## config.mk

```make
export PLATFORM = sky130hd
export DESIGN_NAME = pointwise_psum_collector
export DESIGN_NICKNAME = d
export VERILOG_FILES = /design/src/rtl/pointwise_psum_collector_pkg.sv /design/src/rtl/pointwise_psum_collector_fifo.sv /design/src/rtl/pointwise_psum_collector.sv
export SDC_FILE = /design/constraint.sdc
export NUM_CORES = 1
export LEC_CHECK = 0
export BUFFER_PORTS_ARGS = -buffer_cell sky130_fd_sc_hd__buf_2
export CAP_MARGIN = 5
export CORE_MARGIN = 5
export CORE_UTILIZATION = 60
export DETAILED_ROUTE_END_ITERATION = 16
export PLACE_DENSITY = 0.78
export SLEW_MARGIN = 20
export SYNTH_ARGS = -nofsm -noshare
export SYNTH_HDL_FRONTEND = slang
export SYNTH_HIERARCHICAL = 1
export SYNTH_SLANG_ARGS = --single-unit
```

## constraint.sdc

```tcl
create_clock -name clk -period 18.4 [get_ports clk]
set_clock_uncertainty 0.2 [all_clocks]
set_input_delay 1.84 -clock clk [delete_from_list [all_inputs] [get_ports clk]]
set_output_delay 1.84 -clock clk [all_outputs]
set_load 0.02 [all_outputs]
```

## src/rtl/pointwise_psum_collector_pkg.sv

```systemverilog
// Shared constants and helpers for the pointwise PE result collector.
// The PE and the collector must agree on these widths and on the pipeline latency.
package pointwise_psum_collector_pkg;

    localparam int PE_DATA_WIDTH   = 16;
    localparam int PSUM_W          = 2 * PE_DATA_WIDTH;
    localparam int PE_PIPE_LATENCY = 3;
    localparam int CHSEL_W         = 8;

    // Index of the last input-channel group; a group count of 0 behaves as 1.
    function automatic logic [CHSEL_W-1:0] last_group_index(input logic [CHSEL_W-1:0] num_groups);
        logic [CHSEL_W-1:0] last_idx;
        if (num_groups == '0) begin
            last_idx = '0;
        end else begin
            last_idx = num_groups - CHSEL_W'(1);
        end
        return last_idx;
    endfunction

endpackage

```

## src/rtl/pointwise_psum_collector_fifo.sv

```systemverilog
// psum_fifo: synchronous first-word-fall-through FIFO with occupancy count.
// Pointers wrap modulo DEPTH; the count separates full from empty. Data is 0 while empty.
module psum_fifo #(
    parameter int WIDTH = 40,
    parameter int DEPTH = 8
) (
    input  logic                           clk,
    input  logic                           rst,
    input  logic                           push_i,
    input  logic [WIDTH-1:0]               push_data_i,
    input  logic                           pop_i,
    output logic [WIDTH-1:0]               rd_data_o,
    output logic                           rd_valid_o,
    output logic                           full_o,
    output logic                           drop_o,
    output logic [$clog2(DEPTH+1)-1:0]     count_o
);

    localparam int PTR_W = $clog2(DEPTH);
    localparam int CNT_W = $clog2(DEPTH + 1);

    logic [WIDTH-1:0] mem_q [DEPTH];
    logic [PTR_W-1:0] wr_ptr_q, wr_ptr_d;
    logic [PTR_W-1:0] rd_ptr_q, rd_ptr_d;
    logic [CNT_W-1:0] count_q, count_d;

    logic empty;
    logic full;
    logic do_push;
    logic do_pop;

    function automatic logic [PTR_W-1:0] next_ptr(input logic [PTR_W-1:0] ptr);
        logic [PTR_W-1:0] nxt;
        if (ptr == PTR_W'(DEPTH - 1)) begin
            nxt = '0;
        end else begin
            nxt = ptr + PTR_W'(1);
        end
        return nxt;
    endfunction

    assign empty = (count_q == '0);
    assign full  = (count_q == CNT_W'(DEPTH));

    // A pop frees the slot the simultaneous push writes into, so full+pop still accepts.
    assign do_pop  = pop_i && !empty;
    assign do_push = push_i && (!full || do_pop);

    always_comb begin
        wr_ptr_d = wr_ptr_q;
        rd_ptr_d = rd_ptr_q;
        count_d  = count_q;
        if (do_push) begin
            wr_ptr_d = next_ptr(wr_ptr_q);
        end
        if (do_pop) begin
            rd_ptr_d = next_ptr(rd_ptr_q);
        end
        case ({do_push, do_pop})
            2'b10:   count_d = count_q + CNT_W'(1);
            2'b01:   count_d = count_q - CNT_W'(1);
            default: count_d = count_q;
        endcase
    end

    always_ff @(posedge clk) begin
        if (rst) begin
            wr_ptr_q <= '0;
            rd_ptr_q <= '0;
            count_q  <= '0;
        end else begin
            wr_ptr_q <= wr_ptr_d;
            rd_ptr_q <= rd_ptr_d;
            count_q  <= count_d;
        end
    end

    always_ff @(posedge clk) begin
        if (do_push) begin
            mem_q[wr_ptr_q] <= push_data_i;
        end
    end

    assign rd_data_o  = empty ? '0 : mem_q[rd_ptr_q];
    assign rd_valid_o = !empty;
    assign full_o     = full;
    assign drop_o     = push_i && full && !do_pop;
    assign count_o    = count_q;

endmodule

```

## src/rtl/pointwise_psum_collector.sv

```systemverilog
// Accumulates PE partial sums per output channel across input-channel groups and queues finished sums.
// Build option: define PSUM_COLLECTOR_RELU_EN to clip negative sums to 0 as they enter the output FIFO.
module pointwise_psum_collector
    import pointwise_psum_collector_pkg::*;
#(
    parameter int DATA_WIDTH             = PE_DATA_WIDTH,
    parameter int OUTCHANNEL_PARALLELISM = 8,
    parameter int FIFO_DEPTH             = 8,
    parameter int PIPE_LATENCY           = PE_PIPE_LATENCY
) (
    input  logic                    clk,
    input  logic                    rst,
    input  logic [CHSEL_W-1:0]      num_in_groups,
    input  logic                    psum_valid,
    input  logic [2*DATA_WIDTH-1:0] psum,
    input  logic [CHSEL_W-1:0]      psum_in_sel,
    input  logic [CHSEL_W-1:0]      psum_out_sel,
    output logic                    issue_ready,
    output logic                    out_valid,
    input  logic                    out_ready,
    output logic [2*DATA_WIDTH-1:0] out_data,
    output logic [CHSEL_W-1:0]      out_channel,
    output logic                    overflow
);

    localparam int SUM_W  = 2 * DATA_WIDTH;
    localparam int ENT_W  = $clog2(OUTCHANNEL_PARALLELISM);
    localparam int CNT_W  = $clog2(FIFO_DEPTH + 1);
    localparam int FIFO_W = SUM_W + CHSEL_W;

    logic [SUM_W-1:0]   acc_q [OUTCHANNEL_PARALLELISM];
    logic [ENT_W-1:0]   entry;
    logic [CHSEL_W-1:0] last_sel;
    logic               is_first;
    logic               is_final;
    logic [SUM_W-1:0]   sum;
    logic [SUM_W-1:0]   push_sum;

    logic               overflow_q, overflow_d;
    logic               issue_ready_q, issue_ready_d;

    logic [FIFO_W-1:0]  fifo_rd_data;
    logic               fifo_rd_valid;
    logic               fifo_full;
    logic               fifo_drop;
    logic [CNT_W-1:0]   fifo_count;
    logic               fifo_pop;

    assign entry    = psum_out_sel[ENT_W-1:0];
    assign last_sel = last_group_index(num_in_groups);
    assign is_first = (psum_in_sel == '0);
    assign is_final = psum_valid && (psum_in_sel == last_sel);
    assign sum      = is_first ? psum : (acc_q[entry] + psum);

`ifdef PSUM_COLLECTOR_RELU_EN
    // Only the emitted copy is clipped; the accumulator keeps the raw sum.
    assign push_sum = sum[SUM_W-1] ? '0 : sum;
`else
    assign push_sum = sum;
`endif

    always_ff @(posedge clk) begin
        if (rst) begin
            for (int i = 0; i < OUTCHANNEL_PARALLELISM; i++) begin
                acc_q[i] <= '0;
            end
        end else if (psum_valid) begin
            acc_q[entry] <= sum;
        end
    end

    assign fifo_pop = fifo_rd_valid && out_ready;

    psum_fifo #(
        .WIDTH (FIFO_W),
        .DEPTH (FIFO_DEPTH)
    ) u_fifo (
        .clk         (clk),
        .rst         (rst),
        .push_i      (is_final),
        .push_data_i ({push_sum, psum_out_sel}),
        .pop_i       (fifo_pop),
        .rd_data_o   (fifo_rd_data),
        .rd_valid_o  (fifo_rd_valid),
        .full_o      (fifo_full),
        .drop_o      (fifo_drop),
        .count_o     (fifo_count)
    );

    // Based on last cycle's occupancy: the extra slot covers the one-cycle lag of this register,
    // PIPE_LATENCY slots cover operations already inside the PE.
    always_comb begin
        overflow_d    = overflow_q | fifo_drop;
        issue_ready_d = (int'(fifo_count) + PIPE_LATENCY + 1) < FIFO_DEPTH;
    end

    always_ff @(posedge clk) begin
        if (rst) begin
            overflow_q    <= 1'b0;
            issue_ready_q <= 1'b1;
        end else begin
            overflow_q    <= overflow_d;
            issue_ready_q <= issue_ready_d;
        end
    end

    assign issue_ready = issue_ready_q;
    assign overflow    = overflow_q;
    assign out_valid   = fifo_rd_valid;
    assign out_data    = fifo_rd_data[FIFO_W-1:CHSEL_W];
    assign out_channel = fifo_rd_data[CHSEL_W-1:0];

endmodule

```

==> results of run 1 <==
-- cells in the final DEF, fill, tap and decap left out, types with 6 or more instances in the layout --
master and count:
mux2i_1 46, o21ai_1 8, mux2i_4 7, xnor2_1 27
nand2b_2 6, nor2_1 340, nand3_1 25, mux4_2 81
dfxtp_1 12, buf_2 102, a221oi_1 13, clkbuf_16 54
clkbuf_1 12, inv_1 41, nor3b_2 6, a22oi_1 102
a21oi_1 39, clkinv_1 13, clkinv_2 11, ha_1 38
or3_1 7, a21o_1 15, nor4_1 6, nor3_1 10
diode_2 8, o21ai_0 13, edfxtp_1 576, and3_1 7
buf_4 31, nand2_1 62, nand4_1 27, a22o_1 12
-- path summary, 6_finish.rpt --
path	start	endpoint	slack (ps)
setup / recovery	psum_out_sel[0]	u_fifo/mem_q[5][17]	12640
hold / removal	overflow	overflow	280
setup reg to reg	acc_q[5][0]	u_fifo/mem_q[5][18]	14440
hold reg to reg	overflow	overflow	280
-- power by group --
group          internal [mW]  total, mW  switching (mW)  leakage [nW]
clock                  0.552       1.02           0.471         0.774
combinational         0.0852      0.333           0.248          3.62
sequential              1.55       1.56         0.00838          5.65
total                   2.19       2.92           0.727          10.0
-- per-layer routing --
layer  track usage (%)  vias to the layer above
li1                  -                     6964
met4             10.47                        2
met3             3.943                      149
met5                 0                        -
met1             36.32                     8080
met2             46.53                      895
-- flip-flops by register name (all words and copies together), names as in the netlist, named ones only --
name / count
overflow: 1
u_fifo/wr_ptr_q: 3
u_fifo/mem_q: 320
acc_q: 256
u_fifo/rd_ptr_q: 3
u_fifo/count_o: 4
issue_ready: 1
-- through the flow --
stage	instance area, sq um	std cells	hold WS [ps]	worst slack, ps
after CTS	28670	2469	281.7	12680
after floorplan	25920	1757	215.1	9861
after global routing	28750	2477	319.2	12440
after detailed placement	27100	2375	269.8	12130
final	28760	2479	275.7	12640
after global placement	27100	2375	245.8	12300
-- worst max-delay path, delay by kind of cell --
family | cells | cell delay (ps)
AO/OA/AOI/OAI | 4 | 880
XOR/XNOR | 1 | 150
adder cells (fa/ha/maj) | 1 | 260
buffers and inverters | 4 | 1250
multiplexers | 1 | 810
AND/OR/NAND/NOR | 4 | 600
-- layout make-up --
class / instances / area share, %
diodes: 8 / 0.06961
clock buffers: 66 / 4.856
clock inverters: 28 / 0.6178
inverters: 42 / 0.5482
multi-input cells: 1023 / 27.35
flip-flops and latches: 591 / 61.22
well taps: 585 / 2.545
repair buffers: 136 / 2.789
==> flow_summary.ini, run 1 <==
[timing]
rsz0062_at_grt = false
setup_violations = 0
finalHoldViolCount = 0
fmax_mhz = 173.7
post-route-period-util_pct = 31.29
layout_min_cycle_time_ps = 5758
slew_violations = 0
worst_pin_slew_ps = 1133
setup_tns_ps = 0
slew_headroom_pct = 23.93

[finish]
multi_input_area_sq_mm = 0.007866
utilization_pct = 67.06
final_nets = 1947
fill_cells = 2843
drive_above_1_share_pct = 19.03
regArea_sq_mm = 0.01761
area_growth_pct = 10.94

[clock_network]
htree_num_levels = 2
clock_path_buffers = 3
hold_buffers = 0
clock_latency_ps = 610
ctsResizeCount = 0
cts_tree = built
cts.sinks = 591
cts_root_buf = clkbuf_16
post_cts_buffers = 0
numCtsBuffers = 54
clk_pin_slew_ps = 60

[placement]
gp_congestion = 0.9607
io_buffers = 102
dp_hpwl_um = 36910

[global_routing]
grt_pass1_wl_um = 98330
antenna_found_initial = 8
grt_pass1_vias = 16400
grt-ovfl-total = 0
grtUsageTotal_pct = 27.35
grt_start_max_net_pins = 76

[routing]
top_layer = met5
vias = 16090
dr.pass1.iters = 6
wl_met3_um = 6173
final_antenna_net_count = 0
wl_per_cell_um = 25.98
drc_errors = 0
met1Wirelength_um = 23590
dr_wl_met2_um = 32390
via_per_inst = 6.491
initialDrtViolationCount = 1898
routed_wl_um = 64410

[worst_setup_path]
critPathMaxStageDelay_ps = 810
crit_arrival_ps = 5820
cp.required_ps = 18460
path_cells = buf_2 -> inv_1 -> nor3b_2 -> buf_4 -> a22oi_1 -> nand4_1 -> ha_1 -> a21oi_1 -> o211ai_2 -> a21bo_2 -> nand3_1 -> nand2_1 -> xor2_1 -> mux2i_1 -> inv_1
crit_type = in -> reg
path_max_fanout = 32
cp_slowest_cell = mux2i_1
crit_path_frequent_cell = inv_1
endpoint_kind = flip-flop
r2r_cells = 13
startpoint_type = primary input

[floorplan]
die_h_um = 217.9
dieArea_sq_mm = 0.04746
initial_utilization_pct = 60.44
rows = 76
die_w_um = 217.9
coreArea_sq_mm = 0.04289
ios = 103

[power_and_ir_drop]
p_per_area_mw_per_mm2 = 101.5
power_mw = 2.918
leakage_nw = 10.04
irDropWorstVdd_mv = 0.08468

[hold_path]
worstHoldPathCells = 2
hp-class = reg -> reg

[synthesis]
yosysWarnings = 6
syn_avg_cell_area_sq_um = 14.75
synth_cells = 1757
syn_area_sq_mm = 0.02592
synth_fp_nets = 1856

[job]
cap_violations = 0

[outcome]
status = finished, final reports clean
(Power assumes the default switching activity.)
==> run 2: changes to the inputs <==
CORE_UTILIZATION = 56   (was 60)
PLACE_DENSITY = 0.76   (was 0.78)
clock period = 5 ns   (was 18.4 ns; I/O delays follow)
==> flow_summary.ini, run 2 (synthesis results as in run 1) <==
[timing]
fmax_mhz = 239.8
finalHoldViolCount = 0
post-route-period-util_pct = 83.39
slew_violations = 0
slew_headroom_pct = 21.53
worst_pin_slew_ps = 1177
setup_tns_ps = 0
timing.hold.ws_ps = 67.84
layout_min_cycle_time_ps = 4170
setup_violations = 0
rsz0062_at_grt = false

[floorplan]
die_h_um = 225.1
initial_utilization_pct = 56.87
coreArea_sq_mm = 0.04558
rows = 78
ios = 103
die_w_um = 225.1
dieArea_sq_mm = 0.05069

[outcome]
status = finished, final reports clean

[worst_setup_path]
ff2ff_setup_slack_ps = 830
r2r-start = acc_q[0][0]
path_max_fanout = 14
r2r_cells = 13
r2r_end = u_fifo/mem_q[7][26]
endpoint_kind = flip-flop
startpoint_type = primary input
cp.required_ps = 5120
crit_type = in -> reg
crit_arrival_ps = 4290

[finish]
drive_above_1_share_pct = 20.68
stdcell_count = 2523
regMostFlops = u_fifo/mem_q
mostFrequentLayoutCells = edfxtp_1, nor2_1, a22oi_1, buf_2, mux4_2
utilization_pct = 64.73
area_growth_pct = 13.82
largest_reg_flops = 320
final_common_cell = edfxtp_1
final_nets = 1974

[power_and_ir_drop]
pwr-share-seq_pct = 50.2
p_per_area_mw_per_mm2 = 387.9
irDropWorstVdd_mv = 0.3141
power.internal_mw = 8.624
p_sw_mw = 2.822
power_mw = 11.45
leakage_nw = 10.35
combPwrFrac_pct = 11.4
clkPwrFrac_pct = 38.4
swShare_pct = 24.65

[clock_network]
clock_path_buffers = 3
clk_pin_slew_ps = 70
cts.sinks = 591
ctsResizeCount = 0
htree_num_levels = 2
numCtsBuffers = 55
clock_latency_ps = 630
cts_root_buf = clkbuf_16
cts_tree = built

[routing]
via_per_inst = 6.463
dr.pass1.iters = 5
final_antenna_net_count = 0
vias = 16310
routed_wl_um = 66320
wl_per_cell_um = 26.29
initialDrtViolationCount = 1998
drc_errors = 0

[global_routing]
met2_usage_pct = 44.88
grtUsageMet1_pct = 33.84
grt_pass1_vias = 16680
grt_start_max_net_pins = 46
antenna_found_initial = 2
grt_pass1_wl_um = 99900
grtUsageTotal_pct = 26.12
grt-ovfl-total = 0
busiest_layer = met2
use_met3_pct = 4.364

[hold_path]
hp-class = in -> reg
hold_end = u_fifo/mem_q[7][0]
min_from = psum_out_sel[0]
worstHoldPathCells = 1

[placement]
dp_hpwl_um = 38470
place_inst = 2412
io_buffers = 102
gp_congestion = 1.011

[job]
cap_violations = 0
run 2: changes by cell type in the layout (fill, tap and decap cells not counted), moves of 4 or more:
| cell | previous run | this run |
|---|---|---|
| clkbuf_1 | 12 | 6 |
| bufinv_16 | 1 | 9 |
| clkinvlp_4 | 1 | 5 |
| clkinv_1 | 13 | 9 |
| buf_4 | 31 | 41 |
| diode_2 | 8 | 3 |
| dlygate4sd3_1 | 0 | 5 |
| buf_12 | 1 | 13 |
run 2: how the worst max path moves through the flow:
stage                           from                  end
CTS                      acc_q[0][0]  u_fifo/mem_q[7][26]
detailed placement   psum_out_sel[0]  u_fifo/mem_q[0][26]
floorplan           num_in_groups[0]   u_fifo/mem_q[4][0]
finish               psum_out_sel[0]  u_fifo/mem_q[7][26]
global route         psum_out_sel[0]  u_fifo/mem_q[7][26]
global placement     psum_out_sel[0]  u_fifo/mem_q[0][26]
run 2: final cells by class:
cell class              instances  area, sq um
multi-input cells            1023         7919
inverters                      42        157.7
clock inverters                39        469.2
repair buffers                162         1156
flip-flops and latches        591        17610
well taps                     600        750.7
diodes                          3        7.507
fillers                      3092        16070
clock buffers                  63         1438
run 2: per-stage QoR:
step           cell area [sq um]  worst slack (ps)
2_1_floorplan              25960            -212.0
3_3_place_gp               27500             426.3
4_1_cts                    29450             846.7
5_1_grt                    29500             616.1
3_5_place_dp               27500             320.7
6_report                   29500             830.4
run 2: critical path, cell delays in order:
cell       delay (ps)
buf_2             190
inv_1             230
nor3b_2           100
a22o_1            190
a221oi_1          270
nand3_1           180
ha_1              280
fa_1              420
a21o_1            240
a31oi_2           250
nor3_1            100
o2111ai_1         400
nor3b_1           240
nor3_1             80
a21oi_2           360
inv_1             250
run 2: per-layer routing:
metal | routed length, um | part of all wire [%]
met1 | 24600 | 37
met2 | 33360 | 50
met3 | 5850 | 8.8
met4 | 2503 | 3.8
met5 | 0 | 0
run 2: timing repair:
action	CTS	global route
hold buffers	5	0
setup buffers	0	0
hold endpoints to repair	40	0
run 2: power by group through the flow:
| stage | Clock, mW | Combinational (mW) | Sequential [mW] |
|---|---|---|---|
| 6_report | 4.40 | 1.30 | 5.74 |
| 5_1_grt | 4.66 | 1.40 | 5.75 |
| 4_1_cts | 4.43 | 1.27 | 5.75 |
| 3_5_place_dp | 0 | 1.26 | 5.85 |
| 3_3_place_gp | 0 | 1.22 | 5.84 |
| 2_1_floorplan | 0 | 0.787 | 5.84 |
